File: src/rtl/perceptron_pkg.sv
// Shared fixed-point widths, trainer FSM encoding and clamping helpers.
// The helpers are used when PERCEPTRON_TRAINER_SATURATE_EN is defined.
package perceptron_pkg;

    localparam int FP_INT_W   = 4;
    localparam int FP_FRACT_W = 12;
    localparam int FP_W       = FP_INT_W + FP_FRACT_W;

    localparam logic [FP_W-1:0] FP_MAX = {1'b0, {(FP_W-1){1'b1}}};
    localparam logic [FP_W-1:0] FP_MIN = {1'b1, {(FP_W-1){1'b0}}};

    typedef enum logic [2:0] {
        IDLE  = 3'd0,
        FETCH = 3'd1,
        LATCH = 3'd2,
        CHECK = 3'd3,
        NEXT  = 3'd4,
        DONE  = 3'd5
    } state_t;

    // Clamp a shifted double-width product into the fixed-point range.
    function automatic logic [FP_W-1:0] sat_trunc(input logic signed [2*FP_W-1:0] v);
        logic signed [2*FP_W-1:0] hi;
        logic signed [2*FP_W-1:0] lo;
        hi = $signed({{FP_W{1'b0}}, FP_MAX});
        lo = $signed({{FP_W{1'b1}}, FP_MIN});
        if (v > hi) begin
            return FP_MAX;
        end else if (v < lo) begin
            return FP_MIN;
        end else begin
            return v[FP_W-1:0];
        end
    endfunction

    // Clamp a one-bit-wider sum into the fixed-point range.
    function automatic logic [FP_W-1:0] sat_add(input logic signed [FP_W:0] v);
        if (v[FP_W] != v[FP_W-1]) begin
            return v[FP_W] ? FP_MIN : FP_MAX;
        end else begin
            return v[FP_W-1:0];
        end
    endfunction

endpackage

File: src/rtl/perceptron_weight_update.sv
// One weight of the learning rule: w_new = w + err * ((x * lr) >>> frac).
// PERCEPTRON_TRAINER_SATURATE_EN selects clamping instead of two's-complement wrap.
module perceptron_weight_update
    import perceptron_pkg::*;
(
    input  logic signed [FP_W-1:0] x,
    input  logic signed [FP_W-1:0] w,
    input  logic signed [FP_W-1:0] lr,
    input  logic signed [1:0]      err,
    output logic signed [FP_W-1:0] w_new
);

    logic signed [2*FP_W-1:0] x_ext_s;
    logic signed [2*FP_W-1:0] lr_ext_s;
    logic signed [2*FP_W-1:0] prod_s;
    logic signed [FP_W-1:0]   delta_s;
    logic signed [FP_W:0]     sum_s;

    // Scaled correction and the widened weight sum.
    always_comb begin
        x_ext_s  = {{FP_W{x[FP_W-1]}}, x};
        lr_ext_s = {{FP_W{lr[FP_W-1]}}, lr};
        prod_s   = (x_ext_s * lr_ext_s) >>> FP_FRACT_W;
`ifdef PERCEPTRON_TRAINER_SATURATE_EN
        delta_s  = sat_trunc(prod_s);
`else
        delta_s  = prod_s[FP_W-1:0];
`endif
        if (err == 2'sb01) begin
            sum_s = {w[FP_W-1], w} + {delta_s[FP_W-1], delta_s};
        end else if (err == 2'sb11) begin
            sum_s = {w[FP_W-1], w} - {delta_s[FP_W-1], delta_s};
        end else begin
            sum_s = {w[FP_W-1], w};
        end
`ifdef PERCEPTRON_TRAINER_SATURATE_EN
        w_new = sat_add(sum_s);
`else
        w_new = sum_s[FP_W-1:0];
`endif
    end

endmodule

File: src/rtl/perceptron_trainer.sv
// Drives a 2-input perceptron through the perceptron learning rule over a sample memory.
// Optional clamping arithmetic: PERCEPTRON_TRAINER_SATURATE_EN (see perceptron_weight_update).
module perceptron_trainer
    import perceptron_pkg::*;
#(
    parameter  int N_SAMPLES  = 4,
    parameter  int MAX_EPOCHS = 16,
    localparam int ADDR_W     = $clog2(N_SAMPLES),
    localparam int EPOCH_W    = $clog2(MAX_EPOCHS + 1)
) (
    input  logic               clk,
    input  logic               rst_n,
    input  logic               start,
    input  logic [FP_W-1:0]    lr,
    output logic               busy,
    output logic               done,
    output logic               converged,
    output logic [EPOCH_W-1:0] epochs_used,
    output logic [ADDR_W-1:0]  sample_addr,
    input  logic [FP_W-1:0]    sample_in1,
    input  logic [FP_W-1:0]    sample_in2,
    input  logic               sample_target,
    output logic [FP_W-1:0]    p_in1,
    output logic [FP_W-1:0]    p_in2,
    input  logic [FP_W-1:0]    weight1,
    input  logic [FP_W-1:0]    weight2,
    input  logic               result,
    output logic [FP_W-1:0]    w1_new,
    output logic [FP_W-1:0]    w2_new,
    output logic               w1_ld,
    output logic               w2_ld
);

    state_t               state_r, next_state_s;
    logic [ADDR_W-1:0]    idx_r;
    logic [EPOCH_W-1:0]   epoch_r;
    logic                 err_seen_r;
    logic [FP_W-1:0]      lr_r;
    logic [FP_W-1:0]      p_in1_r, p_in2_r;
    logic                 tgt_r;
    logic                 busy_r, done_r, converged_r;
    logic [EPOCH_W-1:0]   epochs_used_r;
    logic signed [1:0]    err_s;
    logic [FP_W-1:0]      w1_upd_s, w2_upd_s;
    logic                 last_idx_s, last_epoch_s;

    assign err_s        = {1'b0, tgt_r} - {1'b0, result};
    assign last_idx_s   = (idx_r == ADDR_W'(N_SAMPLES - 1));
    assign last_epoch_s = (epoch_r == EPOCH_W'(MAX_EPOCHS - 1));

    perceptron_weight_update u_upd1 (
        .x     (p_in1_r),
        .w     (weight1),
        .lr    (lr_r),
        .err   (err_s),
        .w_new (w1_upd_s)
    );

    perceptron_weight_update u_upd2 (
        .x     (p_in2_r),
        .w     (weight2),
        .lr    (lr_r),
        .err   (err_s),
        .w_new (w2_upd_s)
    );

    // FSM state register.
    always_ff @(posedge clk or negedge rst_n) begin
        if (!rst_n) begin
            state_r <= IDLE;
        end else begin
            state_r <= next_state_s;
        end
    end

    // Next state plus the weight-load strobes, which must coincide with the valid result.
    always_comb begin
        next_state_s = state_r;
        w1_new       = {FP_W{1'b0}};
        w2_new       = {FP_W{1'b0}};
        w1_ld        = 1'b0;
        w2_ld        = 1'b0;
        case (state_r)
            IDLE: begin
                if (start) begin
                    next_state_s = FETCH;
                    w1_ld        = 1'b1;
                    w2_ld        = 1'b1;
                end else begin
                    next_state_s = IDLE;
                end
            end
            FETCH: next_state_s = LATCH;
            LATCH: next_state_s = CHECK;
            CHECK: begin
                next_state_s = NEXT;
                if (err_s != 2'sb00) begin
                    w1_new = w1_upd_s;
                    w2_new = w2_upd_s;
                    w1_ld  = 1'b1;
                    w2_ld  = 1'b1;
                end else begin
                    w1_ld  = 1'b0;
                    w2_ld  = 1'b0;
                end
            end
            NEXT: begin
                if (!last_idx_s) begin
                    next_state_s = FETCH;
                end else if (!err_seen_r || last_epoch_s) begin
                    next_state_s = DONE;
                end else begin
                    next_state_s = FETCH;
                end
            end
            DONE:    next_state_s = IDLE;
            default: next_state_s = IDLE;
        endcase
    end

    // Sample/epoch bookkeeping and registered status outputs.
    always_ff @(posedge clk or negedge rst_n) begin
        if (!rst_n) begin
            idx_r         <= {ADDR_W{1'b0}};
            epoch_r       <= {EPOCH_W{1'b0}};
            err_seen_r    <= 1'b0;
            lr_r          <= {FP_W{1'b0}};
            p_in1_r       <= {FP_W{1'b0}};
            p_in2_r       <= {FP_W{1'b0}};
            tgt_r         <= 1'b0;
            busy_r        <= 1'b0;
            done_r        <= 1'b0;
            converged_r   <= 1'b0;
            epochs_used_r <= {EPOCH_W{1'b0}};
        end else begin
            busy_r <= (next_state_s == FETCH) || (next_state_s == LATCH) ||
                      (next_state_s == CHECK) || (next_state_s == NEXT);
            done_r <= (next_state_s == DONE);
            case (state_r)
                IDLE: begin
                    if (start) begin
                        lr_r          <= lr;
                        idx_r         <= {ADDR_W{1'b0}};
                        epoch_r       <= {EPOCH_W{1'b0}};
                        err_seen_r    <= 1'b0;
                        converged_r   <= 1'b0;
                        epochs_used_r <= {EPOCH_W{1'b0}};
                    end
                end
                LATCH: begin
                    p_in1_r <= sample_in1;
                    p_in2_r <= sample_in2;
                    tgt_r   <= sample_target;
                end
                CHECK: begin
                    if (err_s != 2'sb00) begin
                        err_seen_r <= 1'b1;
                    end
                end
                NEXT: begin
                    if (!last_idx_s) begin
                        idx_r <= idx_r + ADDR_W'(1);
                    end else begin
                        epochs_used_r <= epoch_r + EPOCH_W'(1);
                        if (!err_seen_r) begin
                            converged_r <= 1'b1;
                        end else if (!last_epoch_s) begin
                            epoch_r    <= epoch_r + EPOCH_W'(1);
                            idx_r      <= {ADDR_W{1'b0}};
                            err_seen_r <= 1'b0;
                        end
                    end
                end
                default: begin
                end
            endcase
        end
    end

    assign busy        = busy_r;
    assign done        = done_r;
    assign converged   = converged_r;
    assign epochs_used = epochs_used_r;
    assign sample_addr = idx_r;
    assign p_in1       = p_in1_r;
    assign p_in2       = p_in2_r;

endmodule

File: config.mk
export PLATFORM = sky130hd
export DESIGN_NAME = perceptron_trainer
export DESIGN_NICKNAME = d
export VERILOG_FILES = /design/src/rtl/perceptron_pkg.sv /design/src/rtl/perceptron_weight_update.sv /design/src/rtl/perceptron_trainer.sv
export SDC_FILE = /design/constraint.sdc
export NUM_CORES = 1
export LEC_CHECK = 0
export ABC_AREA = 1
export CAP_MARGIN = 10
export CORE_MARGIN = 2
export CORE_UTILIZATION = 35
export CTS_BUF_LIST = sky130_fd_sc_hd__clkbuf_8 sky130_fd_sc_hd__clkbuf_16
export DETAILED_ROUTE_END_ITERATION = 10
export PLACE_DENSITY_LB_ADDON = 0.05
export SLEW_MARGIN = 5
export SYNTH_ARGS = -nofsm -noshare
export SYNTH_HDL_FRONTEND = slang
export SYNTH_SLANG_ARGS = --single-unit
File: constraint.sdc
create_clock -name clk -period 8.8 [get_ports clk]
set_input_delay 1.76 -clock clk [delete_from_list [all_inputs] [get_ports clk]]
set_output_delay 1.76 -clock clk [all_outputs]
set_load 0.02 [all_outputs]
=== Word level (Yosys, flattened, before mapping) ===
Cells that the tools add are included.

* Bits in registers: 68
* Output and inout bits: 76
* Word-level logic and storage cells: 93

* Reductions and logical operators: 15
* $mul: 2
* Eq/ne operators: 21
* Add/subtract/negate cells: 7
* Mux-type cells: 36

{| class="wikitable"
|+ Operators by type and width
! kind !! count
|-
| 2-to-1 mux 16 bit || 8
|-
| multiplier 16 x 16 -> 28 bit || 2
|-
| adder 16 bit || 2
|-
| subtractor 16 bit || 2
|-
| 2-to-1 mux 5 bit || 5
|-
| one-hot mux 5 bit (2 select lines) || 2
|-
| one-hot mux 3 bit (5 select lines) || 1
|-
| == test 3 x 2 -> 1 bit, second input constant || 4
|-
| inequality test 2 bit, second input constant || 6
|-
| AND reduction 4 bit || 3
|-
| 2-to-1 mux 1 bit || 10
|-
| == test 3 bit, second input constant || 3
|-
| 2-to-1 mux 2 bit || 4
|-
| == test 3 x 1 -> 1 bit, second input constant || 2
|-
| 2-to-1 mux 3 bit || 2
|-
| inequality test 3 bit, second input constant || 2
|-
| adder 5 x 1 -> 5 bit, second input constant || 1
|-
| == test 5 x 4 -> 1 bit, second input constant || 1
|-
| AND reduction 5 bit || 1
|-
| == test 2 bit, second input constant || 2
|-
| logical OR 1 bit || 4
|-
| one-hot mux 1 bit (2 select lines) || 2
|-
| one-hot mux 2 bit (2 select lines) || 1
|-
| nonzero test 2 bit || 2
|-
| 9 further kinds || 9
|}

=== Depth between registers and ports, before layout ===
Gate-level depths: netlist (run 1).

* Depth in word-level cells: 9
* Depth in mapped cells: 44

=== Hierarchy ===
From an unflattened synthesis (run 1), not the netlist that was laid out.

* Cells, all modules: 3,440
* Area total of the unflattened synthesis: 25,359.3 um^2

{| class="wikitable"
|+ By module, submodules not included
! module !! instances !! area each (um^2) !! cells each
|-
| perceptron_weight_update at u_upd1 || 1 || 11,172.0 || 1,594
|-
| perceptron_weight_update at u_upd2 || 1 || 10,969.3 || 1,510
|-
| perceptron_trainer || 1 || 3,218.1 || 336
|}

=== Worst setup path after synthesis (run 1) ===
No wires, ideal clock.

* Path type: reg-to-output
* From: register p_in2_r[11], in the netlist p_in2[11]
* To: output w2_new[12]
* Arrival: 7.154 ns
* Slack: -0.114 ns
* Path buffers: 2
* Stages on the path, launching flop included: 35
* Required time: 7.040 ns
* Path through: dfrtp_1 > clkbuf_1 > clkbuf_1 > nand2_1 > fa_1 > fa_1 > fa_1 > inv_1 > fa_1 > fa_1 > inv_1 > fa_1 > inv_1 > ha_1 > a21oi_1 > o21ai_0 > a21oi_1 > a21boi_1 > o21ai_2 > nand3_1 > nand2_1 > xor2_1 > ha_1 > inv_1 > nand2_1 > nor3_1 > nand3_1 > nand3_1 > nand2_1 > nand2_1 > a21oi_1 > xor2_1 > o21ai_0 > inv_1 > nor2_1

* Cells in the longest elaborated chain, start to end: 6
* Elaborated cells on any way between the ends: 7
* Classes of those cells: add/sub: 2; mul: 1; mux: 4

{| class="wikitable"
|+ RTL lines
! item !! RTL line !! text
|-
| start: declaration || perceptron_trainer.sv:39 || <nowiki>logic [FP_W-1:0] p_in1_r, p_in2_r;</nowiki>
|-
| start signal: assignment || perceptron_trainer.sv:129 || <nowiki>p_in2_r <= {FP_W{1'b0}};</nowiki>
|-
| start signal: assignment || perceptron_trainer.sv:152 || <nowiki>p_in2_r <= sample_in2;</nowiki>
|-
| multiplier 16 x 16 -> 28 bit (*) || perceptron_weight_update.sv:23 || <nowiki>prod_s = (x_ext_s * lr_ext_s) >>> FP_FRACT_W;</nowiki>
|-
| subtractor 16 bit || perceptron_weight_update.sv:32 || <nowiki>sum_s = {w[FP_W-1], w} - {delta_s[FP_W-1], delta_s};</nowiki>
|-
| 2-to-1 mux 16 bit || perceptron_weight_update.sv:31 || <nowiki>end else if (err == 2'sb11) begin</nowiki>
|-
| 2-to-1 mux 16 bit (*) || perceptron_weight_update.sv:29 || <nowiki>if (err == 2'sb01) begin</nowiki>
|-
| 2-to-1 mux 16 bit (*) || perceptron_trainer.sv:97 || <nowiki>if (err_s != 2'sb00) begin</nowiki>
|-
| 2-to-1 mux 16 bit (*) || perceptron_trainer.sv:83 || <nowiki>case (state_r)</nowiki>
|-
| end: declaration || perceptron_trainer.sv:29 || <nowiki>output logic [FP_W-1:0] w2_new,</nowiki>
|}

Mark *: on every way between the ends. The rest lies on a longest branch, timed or not.

=== Worst setup path after layout (run 1) ===
* From: register lr_r[4]
* To: output w1_new[15]

* Cells in the longest elaborated chain, start to end: 6
* Elaborated cells on any way between the ends: 7
* Classes of those cells: add/sub: 2; mul: 1; mux: 4

{| class="wikitable"
|+ RTL lines
! item !! RTL line !! text
|-
| start: declaration || perceptron_trainer.sv:38 || <nowiki>logic [FP_W-1:0] lr_r;</nowiki>
|-
| start signal: assignment || perceptron_trainer.sv:127 || <nowiki>lr_r <= {FP_W{1'b0}};</nowiki>
|-
| start signal: assignment || perceptron_trainer.sv:142 || <nowiki>lr_r <= lr;</nowiki>
|-
| multiplier 16 x 16 -> 28 bit (*) || perceptron_weight_update.sv:23 ||
|-
| subtractor 16 bit || perceptron_weight_update.sv:32 ||
|-
| 2-to-1 mux 16 bit || perceptron_weight_update.sv:31 ||
|-
| 2-to-1 mux 16 bit (*) || perceptron_weight_update.sv:29 ||
|-
| 2-to-1 mux 16 bit (*) || perceptron_trainer.sv:97 ||
|-
| 2-to-1 mux 16 bit (*) || perceptron_trainer.sv:83 ||
|-
| end: declaration || perceptron_trainer.sv:28 || <nowiki>output logic [FP_W-1:0] w1_new,</nowiki>
|}

Marked as above.

==> results.yml, run 1 <==
die:
  core-area_sq_um: 70150
  die_h_um: 270.5
  start_util_pct: 35.43
  dieWidth_um: 270.5
  rows: 97
  die_area_sq_um: 73160
  ios: 161
detailed_routing:
  drt_first_pass_iters: 5
  vias: 22343
  wirelength_mm: 82.55
  wl_per_cell_um: 16.77
  via_per_inst: 4.539
  drt_iter0_markers: 947
  drc: 0
  ant_nets: 0
timing:
  finalSetupViolations: 21
  slew_headroom_pct: 32.54
  fin_ws_ps: -335.3
  hold_viol: 0
  maxSlewViolCount: 0
  max_clock_freq_mhz: 109.5
  grt_setup_unrepaired: "yes"
  clock_skew_ps: 6.089
  post-route-period-util_pct: 103.8
  whs_ps: 510.7
  fin_tns_setup_ps: -3599
  finalCriticalPeriod_ps: 9135
  tightestPinTransition_ps: 1012
setup_path:
  worstSetupEndpointType: "output port"
  start_kind: "flip-flop"
  cp.required_ps: 7040
  path_buf_inv: 21
  worstPathArrival_ps: 7380
  cp_slowest_cell: "fa_1"
  slowest_delay_ps: 530
  r2r_slack_ps: 6270
  crit_type: "reg -> out"
  worstPathMaxFanout: 8
  cpMostUsedCell: "buf_4"
  crit_family: "adder cells"
layout:
  syn_to_final_growth_pct: 39.92
  nets: 4736
  drive_gt1_share_pct: 29.02
  utilization_pct: 49.58
synth:
  ys_top_cells_by_count: "956 x inv_1, 820 x nand2_1, 460 x fa_1, 215 x ha_1, 158 x a21oi_1"
  synth_edf_count: 0
  synth.most_common_cell: "inv_1"
  synthTopCellsByArea: "fa_1 37%, inv_1 14%, nand2_1 12%"
  synth_area_leader_cell: "fa_1"
  synth_flop_cell: "dfrtp_1"
  synth_warnings: 0
  synth_nets: 4110
  synth_area_sq_um: 24860
  ys_ff_latch: 68
  seq_area_frac_synth_pct: 6.846
  synth_top_area_share_pct: 37.05
  synthArstFlopShare_pct: 100.0
  synth.avg_cell_area_sq_um: 7.420
  syn_inst: 3350
  ys_types: 46
global_route:
  grt_pass1_vias: 24328
  antenna_found_initial: 2
  grt_first_pass_wirelength_mm: 132.2
  grt_max_degree: 69
  grtUsageTotal_pct: 22.73
  grt_overflow: 0
job:
  maxCapViolations: 0
clock_network:
  root_buffer: "clkbuf_16"
  clk_path_buf_depth: 2
  clk_pin_slew_ps: 60
  clk_latency_ps: 340
  h-tree-depth: 3
  numCtsBuffers: 9
  tritoncts: "built"
  clkSinkCount: 68
  ctsHoldBuffers: 0
run_status:
  violations: "setup timing"
  status: "finished with violations"
placement:
  dpl.hpwl_mm: 69.66
  routabilityCongestion: 0.8930
  numPortBuffers: 160
worst_hold_path:
  hold_class: "reg -> reg"
final timing paths:
| path | end | from | cells after the start |
|---|---|---|---|
| worst max register to register | err_seen_r$_DFFE_PN0P_ | state_r[2]$_DFF_PN0_ | 7 |
| worst max-delay path | w1_new[15] | lr_r[4]$_DFFE_PN0P_ | 40 |
| min in group asynchronous | epoch_r[1]$_DFFE_PN0P_ | rst_n | 1 |
| worst min-delay path | epochs_used[1]$_DFFE_PN0P_ | epochs_used[1]$_DFFE_PN0P_ | 1 |
| worst min register to register | epochs_used[1]$_DFFE_PN0P_ | epochs_used[1]$_DFFE_PN0P_ | 1 |
| max in group asynchronous | lr_r[4]$_DFFE_PN0P_ | rst_n | 1 |
state kept, by name, indices dropped and copies added, names as in the netlist:
name and count:
state_r 3, busy 1, epochs_used 5, converged 1, p_in2 16, done 1, p_in1 16, tgt_r 1
sample_addr 2, lr_r 16, err_seen_r 1, epoch_r 5
area by class of cell:
cell class	count	area, sq um
sequential	68	1723
timing repair buffer	757	6661
tap	940	1176
multi-input combinational	2173	21250
clock inverter	5	77.57
fill	7045	35370
antenna	2	5.005
clock buffer	10	239.0
inverter	967	3647
per-layer routing:
layer,GRT usage [%],vias to the layer above,routed length [um]
li1,-,10954,-
met1,29.49,10990,36330
met2,40.74,298,41880
met3,1.047,101,1617
met4,7.081,0,2720
met5,0,-,0
through the flow:
step                setup slack (ps)  instances  area [sq um]
detailed placement             -1018       4810         31210
CTS                           -405.4       4863         32690
global route                  -708.9       4922         34780
global placement              -928.7       4810         31210
finish                        -335.3       4922         34780
floorplan                     -35.00       3350         24870
layout by cell type (no fill, tap or decap), types with 23 or more instances in the layout:
cell	instances
a21oi_1	91
a21oi_2	56
buf_12	29
buf_4	536
buf_6	52
clkdlybuf4s50_1	129
dfrtp_1	51
fa_1	432
fa_2	28
ha_1	150
ha_4	54
inv_1	902
inv_2	59
mux2_2	37
nand2_1	740
nand2_2	69
nand3_1	43
nand3_2	25
nor2_1	100
o21ai_0	37
o21ai_1	40
o21ai_2	23
xor2_1	37
cells by family after synthesis:
family | synth area share, %
compound gates | 7.390
xor+xnor | 2.250
fa+ha+maj | 47.87
buf+inv | 16.82
flops | 6.846
mux | 1.676
simple gates | 17.14
repair_timing:
| action | in CTS | in global routing |
|---|---|---|
| gates cloned | 0 | 4 |
| gates resized for setup | 343 | 441 |
| pin swaps | 67 | 201 |
| endpoints found under the setup margin | 31 | 30 |
| setup buffers | 38 | 59 |
| endpoints found under the hold margin | 0 | 0 |
Power of run 1 is left out: the tool's default activity adds up to more than one toggle a clock period on the data nets, which glitch-free logic cannot reach.
==> run 2: changes to the inputs <==
--- a/config.mk
+++ b/config.mk
@@ -11,6 +11,7 @@
 export CORE_UTILIZATION = 35
 export CTS_BUF_LIST = sky130_fd_sc_hd__clkbuf_8 sky130_fd_sc_hd__clkbuf_16
 export DETAILED_ROUTE_END_ITERATION = 10
+export GPL_TIMING_DRIVEN = 0
 export PLACE_DENSITY_LB_ADDON = 0.05
 export SLEW_MARGIN = 5
 export SYNTH_ARGS = -nofsm -noshare
==> run 2 against run 1 <==
Effect of this change: the run still ends with setup timing left; highest routed layer unchanged; die area unchanged; non-clock buffer count down 263; critical endpoint is now w2_new[15]; count of clock-buffer cells in the layout shrank 1; cell area down 5.0%; via count decreased by 0.80%; first-iteration DRC count up 41%.
==> results.yml, run 2 (synthesized netlist as in run 1, its figures left out) <==
setup_path:
  worstSetupEndpointType: "output port"
  crit_type: "reg -> out"
  r2r_start: "state_r[2]$_DFF_PN0_"
  cp_slowest_cell: "fa_1"
  path_buf_inv: 11
  cpMostUsedCell: "fa_1"
  crit_family: "adder cells"
  critical_path.startpoint: "lr_r[4]$_DFFE_PN0P_"
  r2r_slack_ps: 6220
  slowest_delay_ps: 540
  cp.required_ps: 7040
  worstPathArrival_ps: 7580
  start_kind: "flip-flop"
  worstPathMaxFanout: 7
layout:
  final_cell_mix: "894 x inv_1, 739 x nand2_1, 430 x fa_1"
  layout_commonest_cell: "inv_1"
  drive_gt1_share_pct: 24.07
  syn_to_final_growth_pct: 32.87
  nets: 4473
clock_network:
  clk_path_buf_depth: 2
  root_buffer: "clkbuf_16"
  clk_pin_slew_ps: 60
  tritoncts: "built"
  clkSinkCount: 68
  clk_latency_ps: 370
  h-tree-depth: 3
  numCtsBuffers: 9
detailed_routing:
  wl_per_cell_um: 20.01
  ant_nets: 0
  drt_iter0_markers: 1334
  dr_wl_met2_mm: 45.24
  top_layer_used: "met4"
  wirelength_mm: 93.23
  dr_wl_met3_mm: 4.131
  wl_met1_mm: 40.91
  drt_first_pass_iters: 5
  via_per_inst: 4.757
  vias: 22165
  drc: 0
worst_hold_path:
  hp-start: "epochs_used[2]$_DFFE_PN0P_"
  hold_class: "reg -> reg"
job:
  maxCapViolations: 0
die:
  die_h_um: 270.5
  ios: 161
  die_area_sq_um: 73160
  core-area_sq_um: 70150
  dieWidth_um: 270.5
  start_util_pct: 35.43
  rows: 97
timing:
  post-route-period-util_pct: 106.1
  finalCriticalPeriod_ps: 9339
  clock_skew_ps: 14.59
  hold_viol: 0
  finalSetupViolations: 22
  fin_ws_ps: -539.4
  max_clock_freq_mhz: 107.1
  tightestPinTransition_ps: 1052
  maxSlewViolCount: 0
  slew_headroom_pct: 29.86
  grt_setup_unrepaired: "yes"
placement:
  dpl.hpwl_mm: 76.19
  dp_slack_ps: -2648
  routabilityCongestion: 0.9015
  numPortBuffers: 160
global_route:
  grt_max_degree: 53
  grtUsageTotal_pct: 25.73
  grt_overflow: 0
  grt_pass1_vias: 23614
  grt_first_pass_wirelength_mm: 143.1
  antenna_found_initial: 1
run_status:
  status: "finished with violations"
  violations: "setup timing"
-- run 2: changes by cell type in the layout (fill, tap and decap cells not counted), sizes merged --
| cell | delta |
|---|---|
| buf | -328 |
| bufinv | -1 |
| clkbuf | +65 |
| clkdlybuf4s15 | -1 |
| clkinv | -2 |
| clkinvlp | +4 |
| diode | -1 |
| inv | +1 |
-- run 2: final cells by class --
cell class | count | area, sq um
Sequential cell | 68 | 1753
Fill cell | 7134 | 37120
Multi-Input combinational cell | 2173 | 21440
Timing Repair Buffer | 387 | 3475
Clock inverter | 7 | 82.58
Tap cell | 940 | 1176
Inverter | 967 | 3677
Antenna cell | 1 | 2.502
Clock buffer | 9 | 225.2
Buffer | 107 | 1192
-- run 2: path summary, 6_finish.rpt --
check	endpoint	cells after the start
max	w2_new[15]	35
min	epochs_used[2]$_DFFE_PN0P_	1
max reg2reg	err_seen_r$_DFFE_PN0P_	6
min reg2reg	epochs_used[2]$_DFFE_PN0P_	1
max in group asynchronous	p_in2[0]$_DFFE_PN0N_	2
min in group asynchronous	epoch_r[3]$_DFFE_PN0P_	1
-- run 2: per-layer routing --
| metal | GRT usage (%) | vias up |
|---|---|---|
| met1 | 34.46 | 11123 |
| met4 | 7.255 | 0 |
| met2 | 44.13 | 486 |
| met3 | 2.583 | 111 |
| li1 | - | 10445 |
| met5 | 0 | - |
-- run 2: through the flow --
step	cell area (sq um)	TNS (ps)	instances	utilization [%]	hold WS (ps)
floorplan	24870	-35.00	3350	-	461.3
CTS	31080	-9916	4575	44.30	513.9
finish	33030	-6516	4659	47.08	514.2
global placement	27650	-54840	4450	39.41	488.2
detailed placement	27670	-55690	4451	39.45	505.8
global route	33030	-15010	4659	47.08	536.4
-- run 2: repair_timing --
item                                    in CTS  in global routing
cloned                                       1                  2
endpoints found under the hold margin        0                  0
hold buffers                                 0                  0
gates resized for setup                    676                409
pin swaps                                   97                223
endpoints found under the setup margin      32                 30
setup buffers                              139                 85
Power of run 2 is left out for the same reason.
==> run 3: changes to the inputs <==
--- a/config.mk
+++ b/config.mk
@@ -6,13 +6,13 @@
 export NUM_CORES = 1
 export LEC_CHECK = 0
 export ABC_AREA = 1
-export CAP_MARGIN = 10
 export CORE_MARGIN = 2
 export CORE_UTILIZATION = 35
 export CTS_BUF_LIST = sky130_fd_sc_hd__clkbuf_8 sky130_fd_sc_hd__clkbuf_16
 export DETAILED_ROUTE_END_ITERATION = 10
 export GPL_TIMING_DRIVEN = 0
 export PLACE_DENSITY_LB_ADDON = 0.05
+export SKIP_CTS_REPAIR_TIMING = 1
 export SLEW_MARGIN = 5
 export SYNTH_ARGS = -nofsm -noshare
 export SYNTH_HDL_FRONTEND = slang
==> run 3 against run 2 <==
Effect of this change: the run still ends with setup timing left; cell area fell by 2.4%; register-to-register slack got worse by 30 ps; clock skew fell by 1.0 ps; global-route usage fell by 0.83 points; first-iteration DRC count rose by 5.5%; routed wire length fell by 1.7%; fmax fell by 1.1%; critical path depth fell by 2; cell count fell by 0.88%; core utilization fell by 1.1 points; sequential share of layout area rose by 0.14 points; setup slack got worse by 99 ps; critical endpoint is now w1_new[15]; largest cell class unchanged.
==> results.yml, run 3 (synthesized netlist as in run 1, its figures left out) <==
run_status:
  status: "finished with violations"
  violations: "setup timing"
clock_network:
  clkSinkCount: 68
  clk_latency_ps: 370
  h-tree-depth: 3
  clk_pin_slew_ps: 70
  root_buffer: "clkbuf_16"
  tritoncts: "built"
  numCtsBuffers: 9
  clk_path_buf_depth: 2
setup_path:
  path_buf_inv: 6
  start_kind: "flip-flop"
  cp_slowest_cell: "fa_1"
  crit_family: "adder cells"
  worstSetupEndpointType: "output port"
  worstPathArrival_ps: 7680
  cp.required_ps: 7040
  r2r_slack_ps: 6190
  cpMostUsedCell: "fa_1"
  crit_type: "reg -> out"
  worstPathMaxFanout: 6
  slowest_delay_ps: 570
global_route:
  grt_max_degree: 53
  grt_first_pass_wirelength_mm: 138.4
  grtUsageTotal_pct: 24.90
  grt_overflow: 0
  antenna_found_initial: 1
  grt_pass1_vias: 22771
layout:
  seq_area_sq_um: 1757
  nFillCells: 7144
  utilization_pct: 45.96
  drive_gt1_share_pct: 21.21
  multi_input_area_sq_um: 21150
  nets: 4432
  final_cell_mix: "907 x inv_1, 755 x nand2_1, 441 x fa_1"
  layout_commonest_cell: "inv_1"
  syn_to_final_growth_pct: 29.70
timing:
  maxSlewViolCount: 0
  finalSetupViolations: 25
  finalCriticalPeriod_ps: 9439
  slew_headroom_pct: 31.06
  whs_ps: 511.7
  max_clock_freq_mhz: 105.9
  fin_ws_ps: -638.6
  grt_setup_unrepaired: "yes"
  hold_viol: 0
  post-route-period-util_pct: 107.3
  clock_skew_ps: 13.56
  tightestPinTransition_ps: 1034
detailed_routing:
  wirelength_mm: 91.67
  vias: 21891
  wl_per_cell_um: 19.85
  drc: 0
  ant_nets: 0
  via_per_inst: 4.740
  drt_first_pass_iters: 6
  drt_iter0_markers: 1408
die:
  die_area_sq_um: 73160
  core-area_sq_um: 70150
  ios: 161
  die_h_um: 270.5
  start_util_pct: 35.43
  dieWidth_um: 270.5
  rows: 97
job:
  maxCapViolations: 0
placement:
  dpl.hpwl_mm: 76.19
  routabilityCongestion: 0.9015
  numPortBuffers: 160
worst_hold_path:
  hold_class: "reg -> reg"
run 3: cell types whose count changed in the layout (fill, tap and decap cells not counted), sizes merged:
cell / delta
clkbuf: -29
buf: -16
clkdlybuf4s50: +3
inv: -2
clkinv: +1
clkinvlp: +1
dlymetal6s2s: +1
run 3: path summary, 6_finish.rpt:
check                                         end                   start  cells past startpoint
min in group asynchronous  epoch_r[3]$_DFFE_PN0P_                   rst_n                      1
max reg2reg                err_seen_r$_DFFE_PN0P_    state_r[2]$_DFF_PN0_                      6
max in group asynchronous    p_in2[0]$_DFFE_PN0N_                   rst_n                      2
min                                done$_DFF_PN0_  err_seen_r$_DFFE_PN0P_                      1
min reg2reg                        done$_DFF_PN0_  err_seen_r$_DFFE_PN0P_                      1
max                                    w1_new[15]    lr_r[15]$_DFFE_PN0P_                     33
run 3: per-layer routing:
layer	vias up	track usage (%)	share of wire (%)
li1	10359	-	-
met1	10973	34.20	45
met2	486	42.86	49
met3	73	2.414	4.5
met4	0	4.638	2.0
met5	-	0	0
run 3: per-stage QoR:
| stage | instance area, sq um | cells | setup WS (ps) | TNS, ps |
|---|---|---|---|---|
| 2_1_floorplan | 24870 | 3350 | -35.00 | -35.00 |
| 3_3_place_gp | 27650 | 4450 | -2721 | -54840 |
| 3_5_place_dp | 27670 | 4451 | -2648 | -55690 |
| 4_1_cts | 27980 | 4467 | -3089 | -69290 |
| 5_1_grt | 32240 | 4617 | -928.5 | -17720 |
| 6_report | 32240 | 4618 | -638.6 | -9622 |
run 3: cell type report:
cell class                      instances  share of cell area (%)
Sequential cell                        68                   5.449
Tap cell                              940                   3.648
Inverter                              967                   11.39
Clock buffer                            9                  0.6986
Buffer                                109                   3.221
Clock inverter                          7                  0.2561
Antenna cell                            1                0.007762
Multi-Input combinational cell       2173                   65.59
Timing Repair Buffer                  344                   9.733
run 3: worst register-to-register path: cells and delay by family (launching register included):
kind                   cells  cell delay [ps]
DFF                        1              470
AOI/OAI and AO/OA          1              210
and+or+nand+nor            2              220
buffers and inverters      3             1550
Power of run 3 is left out for the same reason.
